`config.mk`:
```
export PLATFORM = sky130hd
export DESIGN_NAME = pipe_hazard_ctrl
export DESIGN_NICKNAME = d
export VERILOG_FILES = /design/src/rtl/pipe_hazard_ctrl.sv
export SDC_FILE = /design/constraint.sdc
export NUM_CORES = 1
export LEC_CHECK = 0
export BUFFER_PORTS_ARGS = -buffer_cell sky130_fd_sc_hd__buf_2
export CORE_ASPECT_RATIO = 0.5
export CORE_MARGIN = 10
export CORE_UTILIZATION = 35
export CTS_CLUSTER_DIAMETER = 150
export DETAILED_ROUTE_END_ITERATION = 10
export RECOVER_POWER = 100
export SETUP_SLACK_MARGIN = 0.3
export SKIP_CTS_REPAIR_TIMING = 1
export SLEW_MARGIN = 10
export SYNTH_ARGS = -nofsm -noshare
export SYNTH_HDL_FRONTEND = slang
export SYNTH_SLANG_ARGS = --single-unit
```
`constraint.sdc`:
```
create_clock -name clk -period 1.85 [get_ports clk]
set_input_delay 0.185 -clock clk [delete_from_list [all_inputs] [get_ports clk]]
set_output_delay 0.185 -clock clk [all_outputs]
set_load 0.005 [all_outputs]
```
`src/rtl/pipe_hazard_ctrl.sv`:
```
`default_nettype none
// ============================================================================
// Module   : pipe_hazard_ctrl
// Brief    : RAW stall and taken-branch flush control for the iDEA pipeline.
// Revision : 1.0 - initial release
// ============================================================================
module pipe_hazard_ctrl #(
  parameter int REG_ADDR_W = 5,
  parameter int DEPTH      = 6,
  parameter int BR_STAGE   = 3,
  parameter int FLUSH_LEN  = 2
) (
  input  logic                  clk,
  input  logic                  rst,
  input  logic                  id_valid_i,
  input  logic [REG_ADDR_W-1:0] id_rs_a_i,
  input  logic                  id_rs_a_use_i,
  input  logic [REG_ADDR_W-1:0] id_rs_b_i,
  input  logic                  id_rs_b_use_i,
  input  logic [REG_ADDR_W-1:0] id_rd_i,
  input  logic                  id_we_i,
  input  logic                  branch_taken_i,
  output logic                  issue_o,
  output logic                  stall_o,
  output logic                  flush_o,
  output logic [15:0]           stall_cnt_o
);

  localparam int              c_CNT_W      = (FLUSH_LEN > 1) ? $clog2(FLUSH_LEN) : 1;
  localparam logic [c_CNT_W-1:0] c_FLUSH_LAST = c_CNT_W'(FLUSH_LEN - 1);
  localparam logic [0:0]      c_RUN        = 1'b0;
  localparam logic [0:0]      c_FLUSH      = 1'b1;

  logic [0:0]            state_q, state_d;
  logic [c_CNT_W-1:0]    flush_cnt_q, flush_cnt_d;
  logic [DEPTH-1:0]      sb_valid_q, sb_valid_d;
  logic [REG_ADDR_W-1:0] sb_rd_q [DEPTH];
  logic [15:0]           stall_cnt_q, stall_cnt_d;
  logic [DEPTH-1:0]      w_match;
  logic                  w_hazard;
  logic                  w_run;

  generate
    for (genvar g = 0; g < DEPTH; g++) begin : g_match
      assign w_match[g] = sb_valid_q[g] &
                          ((id_rs_a_use_i & (sb_rd_q[g] == id_rs_a_i)) |
                           (id_rs_b_use_i & (sb_rd_q[g] == id_rs_b_i)));
    end
  endgenerate

  assign w_hazard    = id_valid_i & (|w_match);
  assign w_run       = (state_q == c_RUN);
  // A resolving branch outranks any hazard: nothing issues and no stall is counted.
  assign issue_o     = w_run & id_valid_i & ~w_hazard & ~branch_taken_i;
  assign stall_o     = w_run & w_hazard & ~branch_taken_i;
  assign flush_o     = (state_q == c_FLUSH);
  assign stall_cnt_o = stall_cnt_q;

  always_comb begin
    state_d     = state_q;
    flush_cnt_d = flush_cnt_q;
    sb_valid_d  = {sb_valid_q[DEPTH-2:0], issue_o & id_we_i};
    stall_cnt_d = stall_cnt_q;
    if (stall_o && (stall_cnt_q != 16'hFFFF)) begin
      stall_cnt_d = stall_cnt_q + 16'd1;
    end
    if (w_run) begin
      if (branch_taken_i) begin
        state_d     = c_FLUSH;
        flush_cnt_d = c_FLUSH_LAST;
        // Everything younger than the branch lands in slots 0..BR_STAGE after the shift.
        for (int i = 0; i <= BR_STAGE; i++) begin
          sb_valid_d[i] = 1'b0;
        end
      end
    end else begin
      if (flush_cnt_q == '0) begin
        state_d = c_RUN;
      end else begin
        flush_cnt_d = flush_cnt_q - c_CNT_W'(1);
      end
    end
  end

  always_ff @(posedge clk or posedge rst) begin
    if (rst) begin
      state_q     <= c_RUN;
      flush_cnt_q <= '0;
      sb_valid_q  <= '0;
      stall_cnt_q <= '0;
      for (int i = 0; i < DEPTH; i++) begin
        sb_rd_q[i] <= '0;
      end
    end else begin
      state_q     <= state_d;
      flush_cnt_q <= flush_cnt_d;
      sb_valid_q  <= sb_valid_d;
      stall_cnt_q <= stall_cnt_d;
      sb_rd_q[0]  <= id_rd_i;
      for (int i = 1; i < DEPTH; i++) begin
        sb_rd_q[i] <= sb_rd_q[i-1];
      end
    end
  end

endmodule
`default_nettype wire

```
Word level (Yosys, flattened, before mapping)
Index checks and enable logic that the tools add are counted.
{"block": "totals", "out_inout_bits": 19, "elab_cells": 70, "register_bits": 54, "inputBits": 22}
{"block": "classes", "eq_ne": 13, "bitwise_logic": 34, "reduce_logical": 3, "add_sub_neg": 2, "muxes": 8}
{"cell": "equality test 5 bit", "n": 12}
{"cell": "AND 1 bit", "n": 25}
{"cell": "adder 16 x 1 -> 16 bit, second input constant", "n": 1}
{"cell": "inequality test 16 bit, second input constant", "n": 1}
{"cell": "two-way mux 4 bit", "n": 2}
{"cell": "two-way mux 1 bit", "n": 6}
{"cell": "bitwise OR 1 bit", "n": 6}
{"cell": "OR reduction 6 bit", "n": 1}
{"cell": "NOT 1 bit", "n": 3}
{"cell": "nonzero test 2 bit", "n": 1}
{"cell": "logical AND 1 bit", "n": 1}
{"cell": "subtractor 1 bit, second input constant", "n": 1}

Depth between registers and ports, before layout
Gate-level depths: netlist of run 1.
{"block": "depth", "word_depth": 12, "ltp_mapped": 9, "mapped_depth_nobuf": 8}

Worst setup path after synthesis of run 1
OpenSTA, ideal clock, no wires.
{"block": "synth_timing", "path_kind": "reg2reg", "start": "register sb_rd_q[22] (netlist bit)", "end": "register stall_cnt_q[1], in the netlist stall_cnt_o[1]", "slack_ns": -0.035, "t_arrival_ns": 1.760, "stages_incl_launch_ff": 8, "path_buffers": 0, "synth_period_minus_slack_ns": 1.885, "required_ns": 1.725, "setup_ns": 0.125, "path_cell_list": "dfrtp_1 -> xor2_1 -> nor4_1 -> nand3_1 -> a21boi_2 -> a2111oi_4 -> nor3_2 -> mux2_4"}
{"block": "synth_between", "elab_chain_cells": 9, "elab_cells_between_ends": 11, "classes_between": "eq/ne (2); bitwise (7); reduce/logical (2)"}
{"element": "start: declaration", "line_no": "37", "source": "logic [REG_ADDR_W-1:0] sb_rd_q [DEPTH];"}
{"element": "start signal: indexed assignment", "line_no": "101", "source": "sb_rd_q[i] <= sb_rd_q[i-1];"}
{"element": "equality test 5 bit (on tied branches)", "line_no": "46, 47"}
{"element": "AND 1 bit (on tied branches)", "line_no": "46, 47"}
{"element": "bitwise OR 1 bit (*)", "line_no": "46", "source": "((id_rs_a_use_i & (sb_rd_q[g] == id_rs_a_i)) |"}
{"element": "AND 1 bit (*)", "line_no": "45", "source": "assign w_match[g] = sb_valid_q[g] &"}
{"element": "OR reduction 6 bit (*)", "line_no": "51", "source": "assign w_hazard = id_valid_i & (|w_match);"}
{"element": "AND 1 bit (*)", "line_no": "51"}
{"element": "AND 1 bit (*) (2 in a row)", "line_no": "55", "source": "assign stall_o = w_run & w_hazard & ~branch_taken_i;"}
{"element": "logical AND 1 bit (*)", "line_no": "64", "source": "if (stall_o && (stall_cnt_q != 16'hFFFF)) begin"}
{"element": "end signal: assignment", "line_no": "98", "source": "stall_cnt_q <= stall_cnt_d;"}
{"element": "end: declaration", "line_no": "38", "source": "logic [15:0] stall_cnt_q, stall_cnt_d;"}
Mark *: on every way between the ends. The rest lies on a longest branch, timed or not.
A chain may end at the register's enable or synchronous reset.

Final worst setup path of run 1
{"block": "layout_timing", "start": "register sb_rd_q[25] (netlist bit)", "end": "output port stall_o"}
{"block": "layout_between", "elab_chain_cells": 8, "elab_cells_between_ends": 10, "classes_between": "eq/ne (2); bitwise (7); reduce/logical (1)"}
{"element": "equality test 5 bit (on tied branches)", "line_no": "46, 47"}
{"element": "AND 1 bit (on tied branches)", "line_no": "46, 47"}
{"element": "bitwise OR 1 bit (*)", "line_no": "46"}
{"element": "AND 1 bit (*)", "line_no": "45"}
{"element": "OR reduction 6 bit (*)", "line_no": "51"}
{"element": "AND 1 bit (*)", "line_no": "51"}
{"element": "AND 1 bit (*) (2 in a row)", "line_no": "55"}
{"element": "end: declaration", "line_no": "24", "source": "output logic stall_o,"}
Marks and branches as above.

==> impl_metrics.tcl, run 1 <==
set metrics [dict create \
    root_buffer "clkbuf_16" \
    instances_no_fill 398 \
    synth_area_um2 2690 \
    worstPathArrival_ns 2.00 \
    antenna_found_initial 0 \
    io-pin-count 41 \
    rsz0062_at_grt "yes" \
    cellLeakagePower_nw 1.64 \
    area.sequential_um2 1350 \
    ir_drop_mv 0.348 \
    hpwl_mm 4.69 \
    fin_nets 324 \
    core_area_um2 7400 \
    path_max_fanout 7 \
    grt_overflow 0 \
    grt_usage_pct 10.7 \
    crit_chain "xor2_1 -> nor4_1 -> nand4_1 -> nand4_1 -> a2111oi_4 -> buf_6 -> buf_6 -> nor2_4 -> buf_2" \
    syn_avg_cell_area_um2 11.7 \
    drive_gt1_share_pct 29.1 \
    wl_per_cell_um 15.7 \
    cts.htree.levels 2 \
    synth_largest_area_cell "dfrtp_1" \
    critPathSlowestCell "dfrtp_1" \
    p_per_area_nw_per_um2 781 \
    vias 1916 \
    setup_viol 18 \
    syn_inst 230 \
    crit_path_end_kind "output pin" \
    cp_slowest_stage_delay_ns 0.43 \
    dieWidth_um 144 \
    ys_ff_latch 54 \
    drtIter0Drc 137 \
    cts_made_buffers 5 \
    maxSlewHeadroom_pct 43.0 \
    violations "setup timing" \
    clk_latency_ns 0.30 \
    hold_class "in2reg" \
    synth_fp_nets 253 \
    dr.pass1.iters 4 \
    dieArea_um2 11800 \
    status "complete, but fails checks" \
    start_kind "register" \
    grt_pass1_vias 2015 \
    drv_slew 0 \
    synthAdderAreaFrac_pct 0.465 \
    grt_pass1_wl_mm 9.96 \
    finalHoldViolations 0 \
    die_h_um 82.0 \
    gp_congestion 0.858 \
    netlist.area_leader.share_pct 50.3 \
    drcViolationCount 0 \
    multiInputGateArea_um2 1360 \
    path_buf_inv 3 \
    worstMarginPinSlew_ns 0.855 \
    n_antenna_cell 0 \
    clk_pin_slew_worst_paths_ns 0.07 \
    critical_path_class "reg2out" \
    synth_top_family_by_area "XOR/XNOR gates" \
    synth.yosys.warnings 0 \
    syn_to_final_growth_pct 29.3 \
    synth.area.mux_share_pct 0.977 \
    worst_slack_ns -0.339 \
    period_needed_ns 2.19 \
    synthSimpleGateAreaFrac_pct 17.7 \
    max-cap-violations 0 \
    fmax_mhz 457 \
    placed_area_um2 3060 \
    ant_nets 0 \
    via_per_inst 4.81 \
    whs_ns 0.131 \
    final.setup_skew_ns 0.00755 \
    nFillCells 679 \
    cts_tree "done" \
    cts_num_sinks 54 \
    synth_compound_gate_area_share_pct 1.44 \
    design_area_um2 3480 \
    initial_core_util_pct 36.3 \
    synth_xor_area_share_pct 24.1 \
    fin_crit_sh_pct 118 \
    dp.cells 375 \
    yosys-top-cells-area "dfrtp_1, xor2_1, xnor2_1, buf_6, nor4_1" \
    cts.path.max_buffers 2 \
    ys_seq_area_share_pct 50.3 \
    grt_max_degree 34 \
    path_delay_family "simple AND/OR/NAND/NOR gates" \
    totalWireLength_mm 6.24 \
    io_buffers 40 \
    cp.required_ns 1.66 \
    rows 22 \
    synth.distinct_cells 26 \
]
cells in the final DEF (no fill, tap or decap), types with 5 or more instances in the layout:
cell,Yosys,layout
nor2_4,0,5
nor4_1,14,10
nand4_1,11,11
xor2_1,60,59
nand3_1,13,12
buf_2,0,29
clkbuf_1,0,16
dfrtp_1,54,54
nand2_1,10,10
dlygate4sd3_1,0,6
nor3_4,0,6
clkbuf_16,0,5
buf_4,1,18
xnor2_1,14,14
nor2_1,12,7
buf_6,10,5
final timing paths:
kind | startpoint | endpoint | slack, ns | cells after the start
setup / recovery | sb_rd_q[25]$_DFF_PP0_ | stall_o | -0.34 | 9
hold / removal | id_we_i | sb_valid_q[0]$_DFF_PP0_ | 0.13 | 2
setup reg to reg | sb_rd_q[25]$_DFF_PP0_ | stall_cnt_o[1]$_DFFE_PP0P_ | -0.31 | 9
hold reg to reg | sb_rd_q[18]$_DFF_PP0_ | sb_rd_q[13]$_DFF_PP0_ | 0.42 | 0
max in group asynchronous | rst | sb_valid_q[3]$_DFF_PP0_ | 0.20 | 4
min in group asynchronous | rst | stall_cnt_o[7]$_DFFE_PP0P_ | 0.61 | 3
per-stage QoR:
| stage | util [%] | TNS [ns] | setup WS [ns] | power [mW] |
|---|---|---|---|---|
| 2_1_floorplan | - | 0 | 0.0215 | 1.53 |
| 3_3_place_gp | 41.4 | -5.57 | -0.347 | 1.63 |
| 3_5_place_dp | 41.4 | -5.73 | -0.385 | 1.64 |
| 4_1_cts | 43.7 | -6.06 | -0.652 | 2.72 |
| 5_1_grt | 46.9 | -7.58 | -0.472 | 2.84 |
| 6_report | 46.9 | -3.77 | -0.339 | 2.71 |
state kept, by name, summed over array words and instances (netlist names):
| signal | flops |
|---|---|
| sb_valid_q | 6 |
| stall_cnt_o | 16 |
| flush_o | 1 |
| flush_cnt_q | 1 |
| sb_rd_q | 30 |
worst reg2reg max path: stages, from the launching register on:
cell and delay (ns):
dfrtp_1 0.43, xor2_1 0.16, nor4_1 0.34, nand4_1 0.15
nand4_1 0.17, a2111oi_4 0.05, buf_6 0.14, buf_4 0.13
nor3_2 0.18, mux2_4 0.32
logic make-up (layout without fill, tap and decap cells):
| group | after synthesis | count (layout) |
|---|---|---|
| AO/OA/AOI/OAI | 2 | 2 |
| XOR/XNOR | 74 | 74 |
| adder cells (fa/ha/maj) | 1 | 1 |
| buffers and inverters | 15 | 87 |
| flip-flops | 54 | 54 |
| multiplexers | 2 | 2 |
| AND/OR/NAND/NOR | 82 | 82 |
synth_stat cells:
master / count
a2111oi_4: 1
a21boi_2: 1
and2_1: 5
and3_1: 3
buf_1: 1
buf_4: 1
buf_6: 10
dfrtp_1: 54
ha_1: 1
inv_1: 3
mux2_1: 1
mux2_4: 1
nand2_1: 10
nand2_2: 1
nand2b_1: 2
nand3_1: 13
nand4_1: 11
nand4_2: 1
nor2_1: 12
nor3_1: 2
nor3_2: 6
nor4_1: 14
nor4b_2: 1
or2_2: 1
xnor2_1: 14
xor2_1: 60
area by class of cell:
class                      count  area share (%)
tap                           96            3.46
inverter                       3           0.324
clock inverter                 3            1.30
clock buffer                   5            3.60
multi-input combinational    161            39.0
sequential                    54            38.9
timing repair buffer          76            13.5
per-layer routing:
layer | global-route usage, % | share of wire [%] | up-vias
met3 | 3.40 | 5.9 | 8
met5 | 0 | 0 | -
li1 | - | - | 915
met2 | 16.6 | 46 | 50
met1 | 13.7 | 47 | 943
met4 | 4.35 | 1.6 | 0
power breakdown:
| part | switching, mW | internal (mW) | leakage [nW] |
|---|---|---|---|
| registers | 0.0630 | 1.25 | 0.670 |
| clock network | 0.446 | 0.639 | 0.0760 |
| logic | 0.175 | 0.145 | 0.889 |
Note: power is estimated with default switching activity, not from simulation.
==> run 2, diff against run 1 <==
- ABC_AREA: not set -> 1
- CTS_CLUSTER_SIZE: not set -> 28
==> run 2 against run 1 <==
Net effect:
- the flow still finishes with violations (setup timing)
- critical endpoint unchanged
- sequential share of layout area shrank 3.6 points
- die area up 12%
- count of clock-buffer cells in the layout did not move
==> impl_metrics.tcl, run 2 <==
set metrics [dict create \
    status "complete, but fails checks" \
    violations "setup timing" \
    final_common_cell "nand2_1" \
    io-pin-count 41 \
    drv_slew 0 \
    finalHoldViolations 0 \
    cp_slowest_stage_delay_ns 0.43 \
    synth_top_family_by_area "simple AND/OR/NAND/NOR gates" \
    cts.path.max_buffers 2 \
    grt_pass1_wl_mm 13.9 \
    period_needed_ns 1.92 \
    syn_to_final_growth_pct 24.1 \
    vias 2994 \
    clk_latency_ns 0.30 \
    layout_common_cells "nand2_1, nor2_1, dfrtp_1" \
    critical_path_class "reg2out" \
    synth-edff-count 0 \
    initial_core_util_pct 35.8 \
    io_buffers 40 \
    setup_viol 8 \
    syn_avg_cell_area_um2 6.83 \
    drcViolationCount 0 \
    ff2ff_path_depth 8 \
    via_per_inst 4.68 \
    hold_class "in2reg" \
    totalWireLength_mm 8.42 \
    synth.area.mux_share_pct 0 \
    synth.yosys.warnings 0 \
    drive_gt1_share_pct 17.8 \
    max-cap-violations 0 \
    clk_pin_slew_worst_paths_ns 0.07 \
    crit_chain "buf_6 -> nand2_2 -> nand2_1 -> nor2_1 -> nand3_1 -> nand2_1 -> nand2_1 -> nand2_2 -> nor2_4 -> a21oi_2 -> buf_2" \
    crit_path_end_kind "output pin" \
    dieWidth_um 153 \
    instances_no_fill 640 \
    core_area_um2 8650 \
    synth_largest_area_cell "dfrtp_1" \
    path_delay_family "simple AND/OR/NAND/NOR gates" \
    ys_seq_area_share_pct 43.7 \
    maxSlewHeadroom_pct 45.8 \
    dr.pass1.iters 4 \
    worst_slack_ns -0.0678 \
    rsz0062_at_grt "yes" \
    yosysMostFrequentCell "nand2_1" \
    grt_usage_pct 12.8 \
    worstPathArrival_ns 1.73 \
    hp-start "id_we_i" \
    n_antenna_cell 0 \
    ant_nets 0 \
    critPathSlowestCell "dfrtp_1" \
    cp_common_cell "nand2_1" \
    hpwl_mm 6.52 \
    grt_max_degree 35 \
    largest_register_ff_count 30 \
    design_area_um2 3840 \
    synthFlopType "dfrtp_1" \
    p_sw_share_pct 27.2 \
    path_buf_inv 2 \
    p_per_area_nw_per_um2 729 \
    synth_area_um2 3090 \
    synth-async-reset-ratio_pct 100 \
    utilization_pct 44.4 \
    dp.cells 621 \
    netlist.area_leader.share_pct 43.7 \
    synth_compound_gate_area_share_pct 3.23 \
    die_h_um 86.5 \
    whs_endpoint "sb_valid_q[0]$_DFF_PP0_" \
    fin_nets 545 \
    top_register "sb_rd_q" \
    syn_inst 453 \
    path_max_fanout 4 \
    grt_pass1_vias 3022 \
    cts_made_buffers 5 \
    worstMarginPinSlew_ns 0.813 \
    synthSimpleGateAreaFrac_pct 40.6 \
    grt_overflow 0 \
    cts_tree "done" \
    place_ws_ns 0.0514 \
    fmax_mhz 521 \
    p_sw_mw 0.761 \
    synth.distinct_cells 26 \
    drtIter0Drc 136 \
    cp.required_ns 1.66 \
    cts.htree.levels 2 \
    p_seq_share_pct 47.0 \
    synthTopCellsByCount "nand2_1, nor2_1, dfrtp_1" \
    timing.rr.end "stall_cnt_o[12]$_DFFE_PP0P_" \
    gp_congestion 0.888 \
    wl_per_cell_um 13.1 \
    synth_fp_nets 476 \
    rrSetupSlack_ns -0.01 \
    root_buffer "clkbuf_16" \
    synthAdderAreaFrac_pct 0.404 \
    ir_drop_mv 0.380 \
    rows 24 \
    dieArea_um2 13200 \
    worst_r2r_startpoint "stall_cnt_o[1]$_DFFE_PP0P_" \
    antenna_found_initial 0 \
    ys_ff_latch 54 \
    fin_crit_sh_pct 104 \
    synth_xor_area_share_pct 3.96 \
    intPower_mw 2.04 \
    cellLeakagePower_nw 2.08 \
    placed_area_um2 3570 \
    pwr-share-comb_pct 14.6 \
    final.setup_skew_ns 0.00479 \
    cts_num_sinks 54 \
    yosys-top-cells-area "dfrtp_1, nand2_1, nor2_1, inv_1, nand4_1" \
    power_frac_clock_pct 38.4 \
    start_kind "register" \
    whs_path_depth 3 \
]
run 2: worst max path at each step:
stage | endpoint | cells past startpoint | startpoint | slack (ns)
2_1_floorplan | stall_cnt_o[10]$_DFFE_PP0P_ | 9 | stall_cnt_o[0]$_DFFE_PP0P_ | 0.18
3_3_place_gp | stall_cnt_o[11]$_DFFE_PP0P_ | 8 | stall_cnt_o[1]$_DFFE_PP0P_ | 0.11
3_5_place_dp | stall_cnt_o[12]$_DFFE_PP0P_ | 8 | stall_cnt_o[1]$_DFFE_PP0P_ | 0.05
4_1_cts | issue_o | 12 | sb_rd_q[2]$_DFF_PP0_ | -0.20
5_1_grt | stall_o | 11 | sb_rd_q[6]$_DFF_PP0_ | -0.25
6_report | stall_o | 11 | sb_rd_q[6]$_DFF_PP0_ | -0.07
run 2: power by group through the flow:
stage	clock, mW	combinational, mW	sequential [mW]
finish	1.07	0.410	1.32
global placement	0	0.397	1.34
detailed placement	0	0.396	1.34
CTS	1.11	0.398	1.31
global route	1.15	0.474	1.33
floorplan	0	0.237	1.33
run 2: cell families (layout without fill, tap and decap cells):
kind of cell / count (synthesis) / after routing
flops: 54 / 54
simple gates: 304 / 305
buf+inv: 60 / 129
fa+ha+maj: 1 / 1
compound gates: 20 / 20
xor+xnor: 14 / 14
run 2: worst reg2reg max path, delay by kind of cell (launching register included):
| family | cells | cell delay (ns) |
|---|---|---|
| flops | 1 | 0.38 |
| fa+ha+maj | 1 | 0.16 |
| simple gates | 5 | 0.88 |
| buf+inv | 2 | 0.33 |
run 2: final cells by class:
type / instances / area, um2
fillers: 899 / 4810
multi-input cells: 340 / 1590
flip-flops and latches: 54 / 1350
repair buffers: 70 / 394
inverters: 51 / 191
well taps: 117 / 146
clock buffers: 5 / 125
clock inverters: 3 / 43.8
run 2: metal layers:
layer / global-route usage, % / share of wire [%]
met5: 0 / 0
met4: 4.65 / 1.3
met3: 2.47 / 3.3
met2: 22.4 / 47
met1: 15.5 / 48
run 2: stage by stage:
step,hold slack [ns],setup TNS (ns),power (mW)
4_1_cts,-0.0878,-0.345,2.82
5_1_grt,0.0914,-4.41,2.95
3_3_place_gp,0.233,0,1.73
6_report,0.0946,-0.111,2.80
2_1_floorplan,0.216,0,1.57
3_5_place_dp,0.239,0,1.74
==> run 3, diff against run 2 <==
- SETUP_SLACK_MARGIN: 0.3 -> 0.15
==> run 3 against run 2 <==
Net effect:
- the flow now finishes without violations
- global-route usage decreased by 0.21 points
- non-clock buffer count fell by 5
- flip-flop and latch count stayed put
- sequential power about the same
- sequential share of layout area grew 0.94 points
- cell count is 1.1% lower
- utilization shrank 1.2 points
- critical path depth up 1
- hold slack got worse by 0.091 ns
- via count fell by 1.3%
- largest power group unchanged
- highest routed layer unchanged
==> impl_metrics.tcl, run 3 (synthesis results as in run 2) <==
set metrics [dict create \
    largest_register_ff_count 30 \
    period_needed_ns 1.83 \
    drtIter0Drc 208 \
    antenna_found_initial 0 \
    crit_chain "inv_1 -> nand2_1 -> nand2_1 -> nor2_1 -> nand3_1 -> nand2_1 -> nand2_1 -> nand2_2 -> nor2_4 -> nand3_2 -> inv_1 -> buf_2" \
    cp_common_cell "nand2_1" \
    area.sequential_um2 1350 \
    start_kind "register" \
    syn_to_final_growth_pct 20.9 \
    drv_slew 0 \
    worstPathArrival_ns 1.64 \
    setup_viol 0 \
    critPathSlowestCell "dfrtp_1" \
    final_common_cell "nand2_1" \
    grt_pass1_wl_mm 13.9 \
    root_buffer "clkbuf_16" \
    final.setup_skew_ns 0.00718 \
    nFillCells 903 \
    cp.depth 12 \
    timing.rr.end "stall_cnt_o[5]$_DFFE_PP0P_" \
    grt_usage_pct 12.6 \
    worst_r2r_startpoint "sb_rd_q[12]$_DFF_PP0_" \
    maxSlewHeadroom_pct 49.0 \
    grt_overflow 0 \
    path_delay_family "simple AND/OR/NAND/NOR gates" \
    hold_class "in2reg" \
    via_per_inst 4.67 \
    finalHoldViolations 0 \
    cp_slowest_stage_delay_ns 0.40 \
    io-pin-count 41 \
    ant_nets 0 \
    grt_pass1_vias 2910 \
    cts_num_sinks 54 \
    cellLeakagePower_nw 2.03 \
    ff2ff_path_depth 14 \
    cts_tree "done" \
    dr.pass1.iters 4 \
    place_ws_ns 0.103 \
    fin_crit_sh_pct 98.7 \
    worstMarginPinSlew_ns 0.764 \
    path_buf_inv 3 \
    die_h_um 86.5 \
    rsz0062_at_grt "yes" \
    instances_no_fill 633 \
    startpoint "sb_rd_q[2]$_DFF_PP0_" \
    multiInputGateArea_um2 1570 \
    wl_per_cell_um 13.1 \
    totalWireLength_mm 8.31 \
    clk_pin_slew_worst_paths_ns 0.07 \
    p_per_area_nw_per_um2 698 \
    cts.htree.levels 2 \
    dieArea_um2 13200 \
    max-cap-violations 0 \
    worst_slack_ns 0.0236 \
    dieWidth_um 153 \
    rrSetupSlack_ns 0.11 \
    endpoint "issue_o" \
    critical_path_class "reg2out" \
    dp.cells 620 \
    status "finished clean" \
    rows 24 \
    crit_path_end_kind "output pin" \
    cts_made_buffers 5 \
    n_antenna_cell 0 \
    path_max_fanout 3 \
    initial_core_util_pct 35.8 \
    io_buffers 40 \
    cp.required_ns 1.66 \
    grt_max_degree 36 \
    drive_gt1_share_pct 16.7 \
    clk_latency_ns 0.29 \
    hpwl_mm 6.51 \
    fmax_mhz 548 \
    layout_common_cells "nand2_1, nor2_1, dfrtp_1" \
    vias 2955 \
    drcViolationCount 0 \
    gp_congestion 0.882 \
    fin_nets 539 \
    top_register "sb_rd_q" \
    cts.path.max_buffers 2 \
    core_area_um2 8650 \
    ir_drop_mv 0.399 \
]
-- run 3: changes by cell type in the layout (fill, tap and decap cells not counted), moves of 2 or more --
cell           before  now
nand2_2            14    6
nand2_1           178  185
dlygate4sd3_1       6    3
inv_1              39   36
inv_2              11   14
a21oi_1             2    0
a21oi_2             1    3
buf_2              36   34
clkbuf_1           17   19
-- run 3: area by class of cell --
type,count,area share [%]
inverters,51,5.12
clock buffers,7,3.55
repair buffers,65,9.36
flip-flops and latches,54,36.2
multi-input cells,339,41.9
well taps,117,3.91
-- run 3: power by group --
| group | total [mW] | switching, mW | internal, mW |
|---|---|---|---|
| combinational | 0.398 | 0.259 | 0.140 |
| clock | 0.895 | 0.398 | 0.497 |
| sequential | 1.32 | 0.0677 | 1.25 |
-- run 3: metal layers --
layer | global-route usage, % | share of wire, % | vias up
li1 | - | - | 1527
met3 | 2.32 | 4.2 | 6
met4 | 1.89 | 0.48 | 0
met1 | 16.5 | 48 | 1354
met5 | 0 | 0 | -
met2 | 21.7 | 47 | 68
-- run 3: how the worst min path moves through the flow --
stage	startpoint	endpoint	slack [ns]	depth (start not counted)
2_1_floorplan	id_rd_i[0]	sb_rd_q[25]$_DFF_PP0_	0.22	0
5_1_grt	id_rd_i[2]	sb_rd_q[27]$_DFF_PP0_	0.005	1
3_3_place_gp	rst	sb_rd_q[27]$_DFF_PP0_	0.22	2
3_5_place_dp	rst	sb_rd_q[27]$_DFF_PP0_	0.22	2
6_report	id_rd_i[2]	sb_rd_q[27]$_DFF_PP0_	0.004	1
4_1_cts	rst	sb_rd_q[16]$_DFF_PP0_	-0.08	2
-- run 3: stage by stage --
step	TNS [ns]	hold WS [ns]	total power, mW	utilization [%]	area [um2]
after floorplan	0	0.216	1.57	-	3110
after global placement	0	0.223	1.73	41.1	3560
after detailed placement	0	0.224	1.74	41.1	3560
after CTS	-0.235	-0.0799	2.62	42.7	3690
after global routing	-2.98	0.00544	2.75	43.3	3740
final	0	0.00352	2.61	43.3	3740
